`config.mk`:
```
export PLATFORM = sky130hd
export DESIGN_NAME = mix_core_n_flat
export DESIGN_NICKNAME = d
export VERILOG_FILES = /design/src/rtl/mix_core_n_if.sv /design/src/rtl/mix_core_n.sv /design/src/flat_wrapper.sv
export SDC_FILE = /design/constraint.sdc
export NUM_CORES = 1
export LEC_CHECK = 0
export CORE_MARGIN = 5
export CORE_UTILIZATION = 39
export DETAILED_ROUTE_END_ITERATION = 10
export GPL_TIMING_DRIVEN = 0
export PLACE_DENSITY = 0.7
export SYNTH_ARGS = -nofsm -noshare
export SYNTH_HDL_FRONTEND = slang
export SYNTH_SLANG_ARGS = --single-unit
```
`constraint.sdc`:
```
create_clock -name i_clk -period 21.4 [get_ports i_clk]
set_input_delay 5.35 -clock i_clk [delete_from_list [all_inputs] [get_ports i_clk]]
set_output_delay 5.35 -clock i_clk [all_outputs]
set_load 0.05 [all_outputs]
```
`src/rtl/mix_core_n_if.sv`:
```
// SDRAM client bus between the N-source mixer and the SDRAM access arbiter.
// The mixer is the master: it issues read/write requests and waits for the finished pulses.
interface mix_core_n_if #(
    parameter int ADDR_W = 23,
    parameter int DATA_W = 16
);
    logic              mix_read;
    logic              mix_write;
    logic [ADDR_W-1:0] mix_addr;
    logic [DATA_W-1:0] mix_writedata;
    logic [DATA_W-1:0] mix_readdata;
    logic              mix_read_finished;
    logic              mix_write_finished;

    modport master (
        output mix_read,
        output mix_write,
        output mix_addr,
        output mix_writedata,
        input  mix_readdata,
        input  mix_read_finished,
        input  mix_write_finished
    );

    modport slave (
        input  mix_read,
        input  mix_write,
        input  mix_addr,
        input  mix_writedata,
        output mix_readdata,
        output mix_read_finished,
        output mix_write_finished
    );
endinterface

```
`src/rtl/mix_core_n.sv`:
```
// N-source audio mixer: reads one sample per enabled source from SDRAM, applies gain,
// sums with saturation and writes the mixed sample to the destination track.
module mix_core_n #(
    parameter int ADDR_W = 23,
    parameter int DATA_W = 16,
    parameter int N_SRC  = 4,
    parameter int GAIN_W = 8,
    parameter int LEN_W  = 23
) (
    input  logic                           i_clk,
    input  logic                           i_rst,
    input  logic                           mix_start,
    input  logic                           mix_abort,
    input  logic [ADDR_W-1:0]              mix_dst_addr,
    input  logic [N_SRC-1:0][ADDR_W-1:0]   mix_src_addr,
    input  logic [N_SRC-1:0]               mix_src_en,
    input  logic [N_SRC-1:0][GAIN_W-1:0]   mix_gain,
    input  logic [LEN_W-1:0]               mix_len,
    output logic                           mix_busy,
    output logic                           mix_done,
    output logic [LEN_W-1:0]               mix_clip_count,
    mix_core_n_if.master                   bus
);

    localparam int ACC_W = DATA_W + GAIN_W + $clog2(N_SRC) + 1;
    localparam int IDX_W = $clog2(N_SRC + 1);
    localparam int SEL_W = (N_SRC > 1) ? $clog2(N_SRC) : 1;

    typedef enum logic [2:0] {
        S_IDLE  = 3'd0,
        S_SEL   = 3'd1,
        S_READ  = 3'd2,
        S_ACC   = 3'd3,
        S_WRITE = 3'd4,
        S_NEXT  = 3'd5,
        S_DONE  = 3'd6
    } state_t;

    state_t                        state_q;
    logic                          busy_q;
    logic                          done_q;
    logic [LEN_W-1:0]              clip_q;
    logic                          read_q;
    logic                          write_q;
    logic [ADDR_W-1:0]             addr_q;
    logic [DATA_W-1:0]             wdata_q;
    logic [ADDR_W-1:0]             dst_q;
    logic [N_SRC-1:0][ADDR_W-1:0]  src_q;
    logic [N_SRC-1:0]              en_q;
    logic [N_SRC-1:0][GAIN_W-1:0]  gain_q;
    logic [LEN_W-1:0]              len_q;
    logic signed [ACC_W-1:0]       acc_q;
    logic [LEN_W-1:0]              k_q;
    logic [IDX_W-1:0]              i_q;
    logic [DATA_W-1:0]             sample_q;
    logic                          abort_q;

    logic                          found_s;
    logic [IDX_W-1:0]              sel_i_s;
    logic signed [ACC_W-1:0]       samp_ext_s;
    logic signed [ACC_W-1:0]       gain_ext_s;
    logic signed [ACC_W-1:0]       prod_s;
    logic signed [ACC_W-1:0]       shifted_s;
    logic [ACC_W-DATA_W:0]         upper_s;
    logic                          sat_s;
    logic [DATA_W-1:0]             result_s;
    logic                          stop_s;
    logic [LEN_W-1:0]              k_inc_s;
    logic [LEN_W-1:0]              clip_inc_s;

    assign mix_busy       = busy_q;
    assign mix_done       = done_q;
    assign mix_clip_count = clip_q;
    assign bus.mix_read      = read_q;
    assign bus.mix_write     = write_q;
    assign bus.mix_addr      = addr_q;
    assign bus.mix_writedata = wdata_q;

    // Lowest-numbered enabled source at or above the current source index.
    always_comb begin
        found_s = 1'b0;
        sel_i_s = i_q;
        for (int j = N_SRC - 1; j >= 0; j--) begin
            if (en_q[j] && (IDX_W'(j) >= i_q)) begin
                found_s = 1'b1;
                sel_i_s = IDX_W'(j);
            end else begin
                found_s = found_s;
                sel_i_s = sel_i_s;
            end
        end
    end

    // Gain product, output scaling and saturation of the finished accumulator.
    always_comb begin
        samp_ext_s = {{(ACC_W-DATA_W){sample_q[DATA_W-1]}}, sample_q};
        gain_ext_s = {{(ACC_W-GAIN_W){1'b0}}, gain_q[i_q[SEL_W-1:0]]};
        prod_s     = samp_ext_s * gain_ext_s;
        shifted_s  = acc_q >>> (GAIN_W - 1);
        // In range only when every bit above the sample MSB matches the sign.
        upper_s    = shifted_s[ACC_W-1:DATA_W-1];
        sat_s      = !((&upper_s) || (~|upper_s));
        if (sat_s) begin
            result_s = shifted_s[ACC_W-1] ? {1'b1, {(DATA_W-1){1'b0}}}
                                          : {1'b0, {(DATA_W-1){1'b1}}};
        end else begin
            result_s = shifted_s[DATA_W-1:0];
        end
        stop_s     = mix_abort | abort_q;
        k_inc_s    = k_q + LEN_W'(1'b1);
        clip_inc_s = (&clip_q) ? clip_q : (clip_q + LEN_W'(1'b1));
    end

    // Sequencer: state, datapath registers and registered bus/status outputs.
    always_ff @(posedge i_clk or negedge i_rst) begin
        if (!i_rst) begin
            state_q  <= S_IDLE;
            busy_q   <= 1'b0;
            done_q   <= 1'b0;
            clip_q   <= '0;
            read_q   <= 1'b0;
            write_q  <= 1'b0;
            addr_q   <= '0;
            wdata_q  <= '0;
            dst_q    <= '0;
            src_q    <= '0;
            en_q     <= '0;
            gain_q   <= '0;
            len_q    <= '0;
            acc_q    <= '0;
            k_q      <= '0;
            i_q      <= '0;
            sample_q <= '0;
            abort_q  <= 1'b0;
        end else begin
            case (state_q)
                S_IDLE: begin
                    abort_q <= 1'b0;
                    done_q  <= 1'b0;
                    if (mix_start) begin
                        dst_q  <= mix_dst_addr;
                        src_q  <= mix_src_addr;
                        en_q   <= mix_src_en;
                        gain_q <= mix_gain;
                        len_q  <= mix_len;
                        acc_q  <= '0;
                        k_q    <= '0;
                        i_q    <= '0;
                        clip_q <= '0;
                        busy_q <= 1'b1;
                        if (mix_len == '0) begin
                            state_q <= S_DONE;
                            done_q  <= 1'b1;
                        end else begin
                            state_q <= S_SEL;
                        end
                    end else begin
                        state_q <= S_IDLE;
                    end
                end
                S_SEL: begin
                    if (stop_s) begin
                        state_q <= S_IDLE;
                        busy_q  <= 1'b0;
                    end else if (found_s) begin
                        i_q     <= sel_i_s;
                        addr_q  <= src_q[sel_i_s[SEL_W-1:0]] + ADDR_W'(k_q);
                        read_q  <= 1'b1;
                        state_q <= S_READ;
                    end else begin
                        addr_q  <= dst_q + ADDR_W'(k_q);
                        wdata_q <= result_s;
                        write_q <= 1'b1;
                        clip_q  <= sat_s ? clip_inc_s : clip_q;
                        state_q <= S_WRITE;
                    end
                end
                S_READ: begin
                    // A request is never retracted; an abort waits for its finished pulse.
                    abort_q <= stop_s;
                    if (bus.mix_read_finished) begin
                        read_q   <= 1'b0;
                        sample_q <= bus.mix_readdata;
                        if (stop_s) begin
                            state_q <= S_IDLE;
                            busy_q  <= 1'b0;
                        end else begin
                            state_q <= S_ACC;
                        end
                    end else begin
                        state_q <= S_READ;
                    end
                end
                S_ACC: begin
                    if (stop_s) begin
                        state_q <= S_IDLE;
                        busy_q  <= 1'b0;
                    end else begin
                        acc_q   <= acc_q + prod_s;
                        i_q     <= i_q + IDX_W'(1'b1);
                        state_q <= S_SEL;
                    end
                end
                S_WRITE: begin
                    abort_q <= stop_s;
                    if (bus.mix_write_finished) begin
                        write_q <= 1'b0;
                        if (stop_s) begin
                            state_q <= S_IDLE;
                            busy_q  <= 1'b0;
                        end else begin
                            state_q <= S_NEXT;
                        end
                    end else begin
                        state_q <= S_WRITE;
                    end
                end
                S_NEXT: begin
                    if (stop_s) begin
                        state_q <= S_IDLE;
                        busy_q  <= 1'b0;
                    end else begin
                        k_q   <= k_inc_s;
                        i_q   <= '0;
                        acc_q <= '0;
                        if (k_inc_s == len_q) begin
                            state_q <= S_DONE;
                            done_q  <= 1'b1;
                        end else begin
                            state_q <= S_SEL;
                        end
                    end
                end
                S_DONE: begin
                    done_q  <= 1'b0;
                    busy_q  <= 1'b0;
                    state_q <= S_IDLE;
                end
                default: begin
                    state_q <= S_IDLE;
                    busy_q  <= 1'b0;
                    done_q  <= 1'b0;
                    read_q  <= 1'b0;
                    write_q <= 1'b0;
                end
            endcase
        end
    end

endmodule

```
`src/flat_wrapper.sv`:
```
// flat-port wrapper written by rule: the top's interface ports become plain ports
module mix_core_n_flat 
#(
    parameter int ADDR_W = 23,
    parameter int DATA_W = 16,
    parameter int N_SRC  = 4,
    parameter int GAIN_W = 8,
    parameter int LEN_W  = 23
)
  (i_clk, i_rst, mix_start, mix_abort, mix_dst_addr, mix_src_addr, mix_src_en, mix_gain, mix_len, mix_busy, mix_done, mix_clip_count, bus_mix_read, bus_mix_write, bus_mix_addr, bus_mix_writedata, bus_mix_readdata, bus_mix_read_finished, bus_mix_write_finished);
  mix_core_n_if #(.ADDR_W(ADDR_W), .DATA_W(DATA_W)) bus_i ();
  input  logic i_clk;
  input  logic i_rst;
  input  logic mix_start;
  input  logic mix_abort;
  input  logic [ADDR_W-1:0] mix_dst_addr;
  input  logic [N_SRC-1:0][ADDR_W-1:0] mix_src_addr;
  input  logic [N_SRC-1:0] mix_src_en;
  input  logic [N_SRC-1:0][GAIN_W-1:0] mix_gain;
  input  logic [LEN_W-1:0] mix_len;
  output logic mix_busy;
  output logic mix_done;
  output logic [LEN_W-1:0] mix_clip_count;
  output wire logic [$bits(bus_i.mix_read)-1:0] bus_mix_read;
  output wire logic [$bits(bus_i.mix_write)-1:0] bus_mix_write;
  output wire logic [$bits(bus_i.mix_addr)-1:0] bus_mix_addr;
  output wire logic [$bits(bus_i.mix_writedata)-1:0] bus_mix_writedata;
  input wire logic [$bits(bus_i.mix_readdata)-1:0] bus_mix_readdata;
  input wire logic [$bits(bus_i.mix_read_finished)-1:0] bus_mix_read_finished;
  input wire logic [$bits(bus_i.mix_write_finished)-1:0] bus_mix_write_finished;
  assign bus_mix_read = bus_i.mix_read;
  assign bus_mix_write = bus_i.mix_write;
  assign bus_mix_addr = bus_i.mix_addr;
  assign bus_mix_writedata = bus_i.mix_writedata;
  assign bus_i.mix_readdata = bus_mix_readdata;
  assign bus_i.mix_read_finished = bus_mix_read_finished;
  assign bus_i.mix_write_finished = bus_mix_write_finished;
  mix_core_n #(.ADDR_W(ADDR_W), .DATA_W(DATA_W), .N_SRC(N_SRC), .GAIN_W(GAIN_W), .LEN_W(LEN_W)) u_core (.i_clk(i_clk), .i_rst(i_rst), .mix_start(mix_start), .mix_abort(mix_abort), .mix_dst_addr(mix_dst_addr), .mix_src_addr(mix_src_addr), .mix_src_en(mix_src_en), .mix_gain(mix_gain), .mix_len(mix_len), .mix_busy(mix_busy), .mix_done(mix_done), .mix_clip_count(mix_clip_count), .bus(bus_i));
endmodule
```
==> results by group, run 1 <==
STA
  • RSZ-0062 raised after global routing: no
  • Max Clock Freq: 113.5 MHz
  • Fin Clk Skew: 17.59 ps
  • Slew margin rel.: 29.23%
  • Minimum clock period: 8811 ps
  • Hold Vio Cnt, Final: 0
  • Period Utilization, post-route: 41.17%
  • Setup violators final: 0
  • Slew Viols, Final: 0
  • Worst-Margin Slew: 1032 ps
  • Total negative slack: 0 ps

Drt
  • Post-route ant nets: 0
  • Drt initial violations: 1,356
  • Routed vias: 18,130
  • Vias per cell: 5.253
  • Drt total wl: 62.68 mm
  • Detailed-route DRC error count: 0
  • Avg WL per Cell: 18.16 um
  • First drt pass iteration count: 6

Logic synthesis
  • Synth Net Count: 2,833
  • Synth cell types: 75
  • Synth Instances: 2,428
  • Post-synth EDFFs: 0
  • Most numerous cell in the Yosys netlist: nand2_1
  • Post-Syn Area: 0.02123 mm^2
  • Syn avg cell area: 8.745 um^2
  • Post-synthesis sequential area ratio: 36.89%
  • Top cell type by total area after synthesis: dfrtp_1
  • Post-synth ARST share: 100.0%
  • Ys Warns: 0
  • Most instantiated cells after synthesis: nand2_1 (772), dfrtp_1 (313), inv_1 (182)
  • Post-synthesis register bit count: 313
  • Main synth FF type: dfrtp_1
  • Post-synth top area share: 36.89%
  • Synth top area cells: dfrtp_1 (37%), nand2_1 (14%), fa_1 (9.8%), ha_1 (6.2%), inv_1 (3.2%)

Clocking
  • CTS H-tree depth: 2
  • # hold bufs at CTS: 0
  • Post-CTS Setup Inserts: 0
  • Clock Tree Buf Depth: 3
  • Skew-Pair Late Insertion Delay: 550 ps
  • Root Driver: clkbuf_16
  • Worst-path clk slew: 70 ps
  • Post-cts sizing count: 0
  • CTS tree: yes
  • Num Clock Sinks: 313
  • CTS buffer count: 36

Floorplan
  • Ports: 262
  • Core Area: 0.05392 mm^2
  • Chip height: 243.3 um
  • Std-Cell Rows: 85
  • Die area: 0.05921 mm^2
  • Die W: 243.3 um
  • Starting Density: 39.38%

Layout
  • Multi-input logic area: 0.01231 mm^2
  • Sequential Area: 0.007833 mm^2
  • Ratio of cells with drive above 1 in the final layout: 5.301%
  • Nets: 3,135
  • FILL cells: 5,002
  • Area delta synth->final: 22.40%

Critical path
  • R2r setup slk: 12,590 ps
  • Slowest-stage cell, CP: buf_1
  • R2R Path End: u_core.acc_q[26]
  • Max incr delay on CP: 660 ps
  • Worst R2R Start: u_core.i_q[0]
  • Worst R2R Path Depth: 30
  • Most Frequent Cell on Critical Path: fa_1
  • Crit path arrival time: 9240 ps
  • Critical path capture point type: flop
  • Worst-path fanout max: 10
  • Critical Path RT: 21,830 ps
  • CP startpoint kind: flop
  • Critical path type: flop to flop

Placed design
  • Post-detail-place hpwl: 49.20 mm
  • PortBufs: 261
  • GPL Wtd Cong: 0.9384

GRT
  • Initial antenna violation count: 5
  • GRT overflow: 0
  • Pin count of the biggest net entering global routing: 120
  • Tot GR Track Use: 20.86%
  • Number of global-route vias before repair: 18,830
  • First-pass GRT wire length: 100.2 mm

Min path
  • Hold Path End: u_core.src_q[29]
  • Hold Path Class: flop to flop
  • Min-delay src: u_core.src_q[29]
  • Hold Crit Depth: 2

Flow run
  • Max-cap violations: 0

Outcome
  • Status: completed
-- critical path: cells and delay by family, from the launching register on --
family,cells,cell delay (ps)
adders and majority gates,6,2750
and+or+nand+nor,3,420
DFF,1,500
xor gates and xnor gates,2,470
muxes,1,520
buffers and inverters,5,1260
AOI/OAI and AO/OA,13,2760
-- logic make-up (layout without fill, tap and decap cells) --
family	Yosys count	after routing	share of synthesized area (%)
adders and majority gates	209	209	15.99
DFF	313	313	36.89
xor gates and xnor gates	114	114	4.773
buffers and inverters	289	615	5.180
and+or+nand+nor	1099	1099	22.29
AOI/OAI and AO/OA	342	342	10.06
other	0	2	0
muxes	62	62	4.814
-- flip-flops by register name, summed over array words and instances (netlist names) --
| name | count |
|---|---|
| u_core.src_q | 92 |
| u_core.gain_q | 32 |
| u_core.acc_q | 27 |
| u_core.bus.mix_addr | 23 |
| u_core.dst_q | 23 |
| u_core.k_q | 23 |
| u_core.len_q | 23 |
| u_core.mix_clip_count | 23 |
| u_core.bus.mix_writedata | 16 |
| u_core.sample_q | 16 |
| u_core.en_q | 4 |
| u_core.i_q | 3 |
| u_core.state_q | 3 |
| u_core.abort_q | 1 |
| u_core.bus.mix_read | 1 |
| u_core.bus.mix_write | 1 |
| u_core.mix_busy | 1 |
| u_core.mix_done | 1 |
-- worst max path at each step --
stage,to,depth (start not counted),startpoint
finish,u_core.acc_q[26],30,u_core.i_q[0]
global route,u_core.acc_q[26],30,u_core.i_q[0]
CTS,u_core.acc_q[26],30,u_core.i_q[0]
detailed placement,u_core.acc_q[26],30,u_core.i_q[0]
global placement,u_core.sample_q[14],1,i_rst
floorplan,u_core.acc_q[26],30,u_core.i_q[0]
-- cell usage in the layout, fill, tap and decap left out, types with 5 or more instances in the layout --
cell / netlist / final
a211o_1: 6 / 6
a211oi_1: 6 / 6
a21o_1: 34 / 34
a21oi_1: 82 / 82
a22o_1: 6 / 6
a31oi_1: 16 / 16
and2_1: 73 / 73
and3_1: 19 / 19
and4_1: 5 / 5
buf_1: 14 / 14
buf_2: 12 / 12
clkbuf_1: 81 / 85
clkbuf_16: 0 / 36
clkdlybuf4s50_1: 0 / 260
clkinv_2: 0 / 7
dfrtp_1: 313 / 313
fa_1: 104 / 104
ha_1: 105 / 105
inv_1: 182 / 182
mux2_2: 21 / 21
mux2i_1: 11 / 11
mux4_2: 30 / 30
nand2_1: 772 / 772
nand2b_1: 13 / 13
nand3_1: 33 / 33
nand4_1: 21 / 21
nor2_1: 94 / 94
nor2b_1: 14 / 14
nor3_1: 19 / 19
nor4_1: 11 / 11
o21a_1: 9 / 9
o21ai_0: 118 / 118
o21bai_1: 5 / 5
o31ai_1: 14 / 14
or2_2: 5 / 5
xnor2_1: 61 / 61
xor2_1: 52 / 52
-- per-layer routing --
layer  up-vias  part of all wire [%]  global-route usage, %
met4         6                   2.6                  5.624
met3       118                   6.9                  4.351
met2       600                    48                  35.42
met1      8858                    42                  27.29
li1       8552                     -                      -
met5         -                 0.061                      0
-- metrics by stage --
stage                     cell area (um^2)  setup slack (ps)  hold slack, ps  instances  utilization, %
after floorplan                      21230             13760           440.1       2428               -
after global placement               24720              1484           453.8       3385           45.84
after detailed placement             24790             12540           460.5       3388           45.98
after CTS                            25980             12500           474.1       3450           48.19
after global routing                 25990             12060           490.4       3451           48.20
final                                25990             12590           469.9       3452           48.20
-- area by class of cell --
| class | instances | area share [%] |
|---|---|---|
| buffer | 107 | 1.603 |
| clock inverter | 18 | 0.8521 |
| multi-input combinational | 1826 | 47.35 |
| timing repair buffer | 264 | 10.33 |
| tap | 696 | 3.351 |
| inverter | 182 | 2.629 |
| sequential | 313 | 30.14 |
| antenna | 2 | 0.01926 |
| clock buffer | 44 | 3.736 |
Power of run 1 is not shown: default switching activity piles up to over one toggle a cycle in this logic, so the estimate is an artifact.
==> run 2: changes to the inputs <==
--- a/config.mk
+++ b/config.mk
@@ -9,7 +9,7 @@
 export CORE_UTILIZATION = 39
 export DETAILED_ROUTE_END_ITERATION = 10
 export GPL_TIMING_DRIVEN = 0
-export PLACE_DENSITY = 0.7
+export PLACE_DENSITY = 0.73
 export SYNTH_ARGS = -nofsm -noshare
 export SYNTH_HDL_FRONTEND = slang
 export SYNTH_SLANG_ARGS = --single-unit
==> constraint.sdc (replaced) <==
create_clock -name i_clk -period 7.2 [get_ports i_clk]
set_input_delay 1.8 -clock i_clk [delete_from_list [all_inputs] [get_ports i_clk]]
set_output_delay 1.8 -clock i_clk [all_outputs]
set_load 0.05 [all_outputs]
==> run 2 against run 1 <==
- first-iteration DRC count fell by 12%
- utilization rose by 1.2 points
- sequential cell count unchanged
- critical path depth rose by 1
- sequential share of layout area fell by 0.72 points
- via count shrank 0.88%
- fmax rose by 23%
- highest routed layer unchanged
==> results by group, run 2 (synthesized netlist as in run 1, its figures left out) <==
STA
  • Hold Vio Cnt, Final: 0 (unchanged)
  • Fin Clk Skew: 43.75 ps (+26.15 ps)
  • Period Utilization, post-route: 99.21% (+58 points)
  • Worst-Margin Slew: 1034 ps (+2.362 ps)
  • Slew Viols, Final: 0 (unchanged)
  • RSZ-0062 raised after global routing: yes
  • Setup violators final: 0 (unchanged)
  • Final hold slack: 471.3 ps (+1.356 ps)
  • Minimum clock period: 7143 ps (-1668 ps)
  • Max Clock Freq: 140.0 MHz (+23%)
  • Slew margin rel.: 29.06% (-0.16 points)

Clocking
  • Worst-path clk slew: 60 ps (about the same)
  • CTS buffer count: 36 (unchanged)
  • CTS H-tree depth: 2 (unchanged)
  • Skew-Pair Late Insertion Delay: 590 ps (+40 ps)
  • CTS tree: yes
  • Clock Tree Buf Depth: 3 (unchanged)
  • # hold bufs at CTS: 0 (unchanged)
  • Num Clock Sinks: 313 (unchanged)
  • Root Driver: clkbuf_16

Critical path
  • Crit path arrival time: 7580 ps (-1660 ps)
  • Top delay family on crit path: adder cells
  • Critical path capture point type: flop
  • CP startpoint kind: flop
  • Critical path type: flop to flop
  • Slowest-stage cell, CP: mux4_2
  • Critical Path RT: 7640 ps (-14,190 ps)
  • Setup crit end: u_core.acc_q[26]
  • R2R Path End: u_core.acc_q[26]
  • Critical path depth: 31 (+3.3%)
  • CP bufs+invs: 7 (+2)
  • Most Frequent Cell on Critical Path: fa_1
  • Worst Setup SP: u_core.i_q[0]
  • Worst R2R Start: u_core.i_q[0]
  • R2r setup slk: 60 ps (-12,530 ps)
  • Worst-path fanout max: 10 (unchanged)
  • Max incr delay on CP: 540 ps (-120 ps)
  • Worst R2R Path Depth: 31 (+3.3%)

Flow run
  • Max-cap violations: 0 (unchanged)

Layout
  • Largest register by flop count: u_core.src_q
  • Ratio of cells with drive above 1 in the final layout: 8.615% (+3.3 points)
  • Leading registers by flop count: u_core.src_q (92), u_core.gain_q (32), u_core.acc_q (27)
  • Nets: 3,168 (+1.1%)
  • Commonest non-fill, non-tap cell in the layout: nand2_1
  • Largest register FFs: 92 (unchanged)
  • Area delta synth->final: 25.43%
  • Most frequent cells in the layout: nand2_1 (765), dfrtp_1 (312), clkdlybuf4s50_1 (260)

Drt
  • Avg WL per Cell: 17.82 um (-1.9%)
  • Drt initial violations: 1,187 (-12%)
  • Drt total wl: 62.10 mm (-0.93%)
  • First drt pass iteration count: 5 (-1)
  • Post-route ant nets: 0 (unchanged)
  • Routed vias: 17,980 (-0.88%)
  • Vias per cell: 5.158 (-1.8%)
  • Detailed-route DRC error count: 0 (unchanged)

GRT
  • Number of global-route vias before repair: 18,250 (-3.1%)
  • Pin count of the biggest net entering global routing: 110 (-8.3%)
  • GRT overflow: 0 (unchanged)
  • First-pass GRT wire length: 98.77 mm (-1.4%)
  • Initial antenna violation count: 9 (+4)
  • Tot GR Track Use: 20.66% (-0.19 points)

Floorplan
  • Starting Density: 39.38% (unchanged)
  • Std-Cell Rows: 85 (unchanged)
  • Die area: 0.05921 mm^2 (unchanged)
  • Chip height: 243.3 um (unchanged)
  • Die W: 243.3 um (unchanged)
  • Ports: 262 (unchanged)
  • Core Area: 0.05392 mm^2 (unchanged)

Outcome
  • Status: completed

Min path
  • Hold Path Class: flop to flop

Placed design
  • PortBufs: 261 (unchanged)
  • GPL Wtd Cong: 0.9228 (-1.7%)
  • Post-detail-place hpwl: 47.81 mm (-2.8%)
[run 2: cell types whose count changed in the layout (fill, tap and decap cells not counted), sizes merged]
| cell | before | now |
|---|---|---|
| buf | 30 | 68 |
| bufinv | 4 | 2 |
| clkbuf | 125 | 128 |
| clkinv | 9 | 6 |
| clkinvlp | 2 | 1 |
| diode | 2 | 3 |
| inv | 185 | 182 |
[run 2: metrics by stage]
stage	utilization, %	cells	instance area (um^2)	setup TNS [ps]	setup slack, ps
after floorplan	-	2428	21240	0	27.19
after global placement	45.86	3385	24730	-2993250	-10800
after detailed placement	46.00	3388	24800	-3359	-908.7
after CTS	49.19	3478	26520	-150.3	-150.3
after global routing	49.38	3482	26620	-276.9	-215.9
final	49.39	3485	26630	0	57.03
[run 2: final cells by class]
class | instances | area (um^2)
antenna | 3 | 7.507
buffer | 106 | 515.5
clock buffer | 52 | 1051
clock inverter | 9 | 158.9
fill | 5013 | 27290
inverter | 182 | 683.2
multi-input combinational | 1826 | 12550
sequential | 313 | 7834
tap | 696 | 870.8
timing repair buffer | 298 | 2962
[run 2: layer usage]
metal | routed length (um) | GRT usage [%] | vias to the layer above
li1 | - | - | 8617
met3 | 4966 | 5.853 | 111
met2 | 29730 | 34.38 | 491
met4 | 1875 | 6.325 | 12
met5 | 59 | 0 | -
met1 | 25470 | 26.32 | 8744
[run 2: how the worst min path moves through the flow]
stage                startpoint  cells past startpoint  slack (ps)               end
3_3_place_gp   u_core.src_q[29]                      2         450  u_core.src_q[29]
5_1_grt        u_core.src_q[29]                      2         490  u_core.src_q[29]
4_1_cts        u_core.src_q[29]                      2         470  u_core.src_q[29]
3_5_place_dp   u_core.src_q[29]                      2         460  u_core.src_q[29]
2_1_floorplan  u_core.src_q[68]                      2         440  u_core.src_q[68]
6_report       u_core.gain_q[3]                      2         470  u_core.gain_q[3]
[run 2: what timing repair did]
action,CTS,global route
buffers inserted,30,4
gates cloned,0,0
setup endpoints to repair,9,4
gates resized for setup,73,30
pin swaps,45,16
[run 2: tightest hold or removal path, delay by kind of cell (launching register included)]
family	cells	cell delay, ps
DFF	1	340
and+or+nand+nor	2	100
Power of run 2 is left out for the same reason.
==> run 3: changes to the inputs <==
--- a/config.mk
+++ b/config.mk
@@ -9,7 +9,7 @@
 export CORE_UTILIZATION = 39
 export DETAILED_ROUTE_END_ITERATION = 10
 export GPL_TIMING_DRIVEN = 0
-export PLACE_DENSITY = 0.73
+export PLACE_DENSITY = 0.71
 export SYNTH_ARGS = -nofsm -noshare
 export SYNTH_HDL_FRONTEND = slang
 export SYNTH_SLANG_ARGS = --single-unit
==> run 3 against run 2 <==
- register-to-register slack better by 20 ps
- critical path type unchanged
- fmax rose by 0.23%
- critical path depth down 1
- largest cell class unchanged
- setup slack better by 16 ps
- hold slack worse by 0.85 ps
- clock-buffer cell count shrank 5
==> results by group, run 3 (synthesized netlist as in run 1, its figures left out) <==
Clocking
  • Clock Tree Buf Depth: 3 (unchanged)
  • # hold bufs at CTS: 0 (unchanged)
  • CTS H-tree depth: 2 (unchanged)
  • Skew-Pair Late Insertion Delay: 550 ps (-40 ps)
  • Num Clock Sinks: 313 (unchanged)
  • CTS buffer count: 36 (unchanged)
  • Worst-path clk slew: 60 ps (about the same)
  • CTS tree: yes
  • Root Driver: clkbuf_16

Critical path
  • Worst-path fanout max: 8 (-2)
  • Worst R2R Path Depth: 30 (-3.2%)
  • Most Frequent Cell on Critical Path: fa_1
  • Critical path type: flop to flop
  • R2R Path End: u_core.acc_q[26]
  • CP bufs+invs: 5 (-2)
  • CP startpoint kind: flop
  • Critical path depth: 30 (-3.2%)
  • Critical Path RT: 7620 ps (-20 ps)
  • Crit path arrival time: 7540 ps (-40 ps)
  • R2r setup slk: 70 ps (+20 ps)
  • Critical path capture point type: flop
  • Max incr delay on CP: 600 ps (+60 ps)
  • Worst R2R Start: u_core.i_q[0]
  • Top delay family on crit path: adder cells
  • Slowest-stage cell, CP: mux4_2

Drt
  • Avg WL per Cell: 18.20 um (+2.1%)
  • Vias per cell: 5.235 (+1.5%)
  • DR WL met3: 4.311 mm (-13%)
  • First drt pass iteration count: 5 (unchanged)
  • Routed vias: 18,320 (+1.9%)
  • Drt initial violations: 1,268 (+6.8%)
  • Met2 routed WL: 30.90 mm (+3.9%)
  • Detailed-route DRC error count: 0 (unchanged)
  • Highest routed layer: met5
  • Post-route ant nets: 0 (unchanged)
  • Drt total wl: 63.68 mm (+2.5%)
  • Met1 wire length: 26.52 mm (+4.1%)

Placed design
  • PortBufs: 261 (unchanged)
  • Cell total after placement: 3,389 (+0.030%)
  • GPL Wtd Cong: 0.9604 (+4.1%)
  • Post-detail-place hpwl: 49.16 mm (+2.8%)

Layout
  • Commonest non-fill, non-tap cell in the layout: nand2_1
  • Area delta synth->final: 25.94%
  • Largest register by flop count: u_core.src_q
  • Fin util: 49.59% (+0.20 points)
  • Leading registers by flop count: u_core.src_q (92), u_core.gain_q (32), u_core.acc_q (27)
  • Nets: 3,180 (+0.38%)
  • Non-filler cells, final: 3,499 (+0.40%)
  • Ratio of cells with drive above 1 in the final layout: 9.718% (+1.1 points)
  • Largest register FFs: 92 (unchanged)
  • Most frequent cells in the layout: nand2_1 (763), dfrtp_1 (311), clkdlybuf4s50_1 (260)

Flow run
  • Max-cap violations: 0 (unchanged)

Min path
  • Min-delay src: u_core.gain_q[31]
  • Hold Crit Depth: 2 (unchanged)
  • Hold Path Class: flop to flop
  • Hold Path End: u_core.gain_q[31]

GRT
  • GRT overflow: 0 (unchanged)
  • First-pass GRT wire length: 101.9 mm (+3.2%)
  • Initial antenna violation count: 8 (-1)
  • Number of global-route vias before repair: 19,040 (+4.4%)
  • Tot GR Track Use: 21.15% (+0.48 points)
  • Pin count of the biggest net entering global routing: 90 (-18%)

Floorplan
  • Core Area: 0.05392 mm^2 (unchanged)
  • Starting Density: 39.38% (unchanged)
  • Ports: 262 (unchanged)
  • Die W: 243.3 um (unchanged)
  • Std-Cell Rows: 85 (unchanged)
  • Die area: 0.05921 mm^2 (unchanged)
  • Chip height: 243.3 um (unchanged)

STA
  • RSZ-0062 raised after global routing: yes
  • Worst-Margin Slew: 1124 ps (+89.80 ps)
  • Hold Vio Cnt, Final: 0 (unchanged)
  • Slew Viols, Final: 0 (unchanged)
  • Max Clock Freq: 140.3 MHz (+0.23%)
  • Slew margin rel.: 23.11% (-6.0 points)
  • Period Utilization, post-route: 98.98% (-0.23 points)
  • Final hold slack: 470.4 ps (-0.8540 ps)
  • Fin Clk Skew: 18.67 ps (-25.08 ps)
  • Setup violators final: 0 (unchanged)
  • Minimum clock period: 7127 ps (-16.30 ps)

Outcome
  • Status: completed
## run 3: cell types whose count changed in the layout (fill, tap and decap cells not counted), sizes merged
cell	change
bufinv	-2
clkbuf	-5
clkinv	+5
inv	+1
buf	+12
diode	+1
clkinvlp	+2
## run 3: final cells by class
type,instances,area [um^2]
multi-input combinational,1826,12640
fill,4958,27180
tap,696,870.8
clock inverter,15,112.6
timing repair buffer,310,3092
sequential,313,7835
buffer,106,514.2
clock buffer,47,982.2
antenna,4,10.01
inverter,182,685.7
## run 3: repair_timing
action                                 in CTS  in global routing
setup buffers                              39                  6
setup endpoints to repair                   9                  4
gates resized for setup                    89                 33
pin swaps                                  77                 42
endpoints found under the hold margin       0                  0
## run 3: per-stage QoR
| step | setup TNS [ps] | instance area, um^2 | setup WS [ps] |
|---|---|---|---|
| detailed placement | -3201 | 24830 | -864.1 |
| finish | 0 | 26740 | 73.33 |
| CTS | -62.61 | 26600 | -62.61 |
| floorplan | 0 | 21240 | 27.19 |
| global placement | -2831200 | 24730 | -10240 |
| global route | -178.8 | 26730 | -178.8 |
## run 3: worst reg2reg max path, delay by kind of cell (launching register included)
kind,cells,cell delay [ps]
buffers and inverters,5,510
multiplexers,1,610
AO/OA/AOI/OAI,13,2300
AND/OR/NAND/NOR,3,350
adder cells (fa/ha/maj),6,2390
flip-flops,1,400
XOR/XNOR,2,460
## run 3: layer usage
layer / vias up / GRT usage [%]
met5: - / 0
met4: 8 / 6.025
met3: 108 / 4.592
met2: 572 / 35.92
met1: 8970 / 27.41
li1: 8659 / -
## run 3: how the worst max path moves through the flow
stage,startpoint,endpoint
after floorplan,u_core.i_q[0],u_core.acc_q[26]
after global placement,i_rst,u_core.i_q[0]
after detailed placement,u_core.i_q[1],u_core.acc_q[26]
after CTS,u_core.i_q[0],u_core.acc_q[26]
after global routing,u_core.i_q[0],u_core.acc_q[26]
final,u_core.i_q[0],u_core.acc_q[26]
Power of run 3 is left out for the same reason.
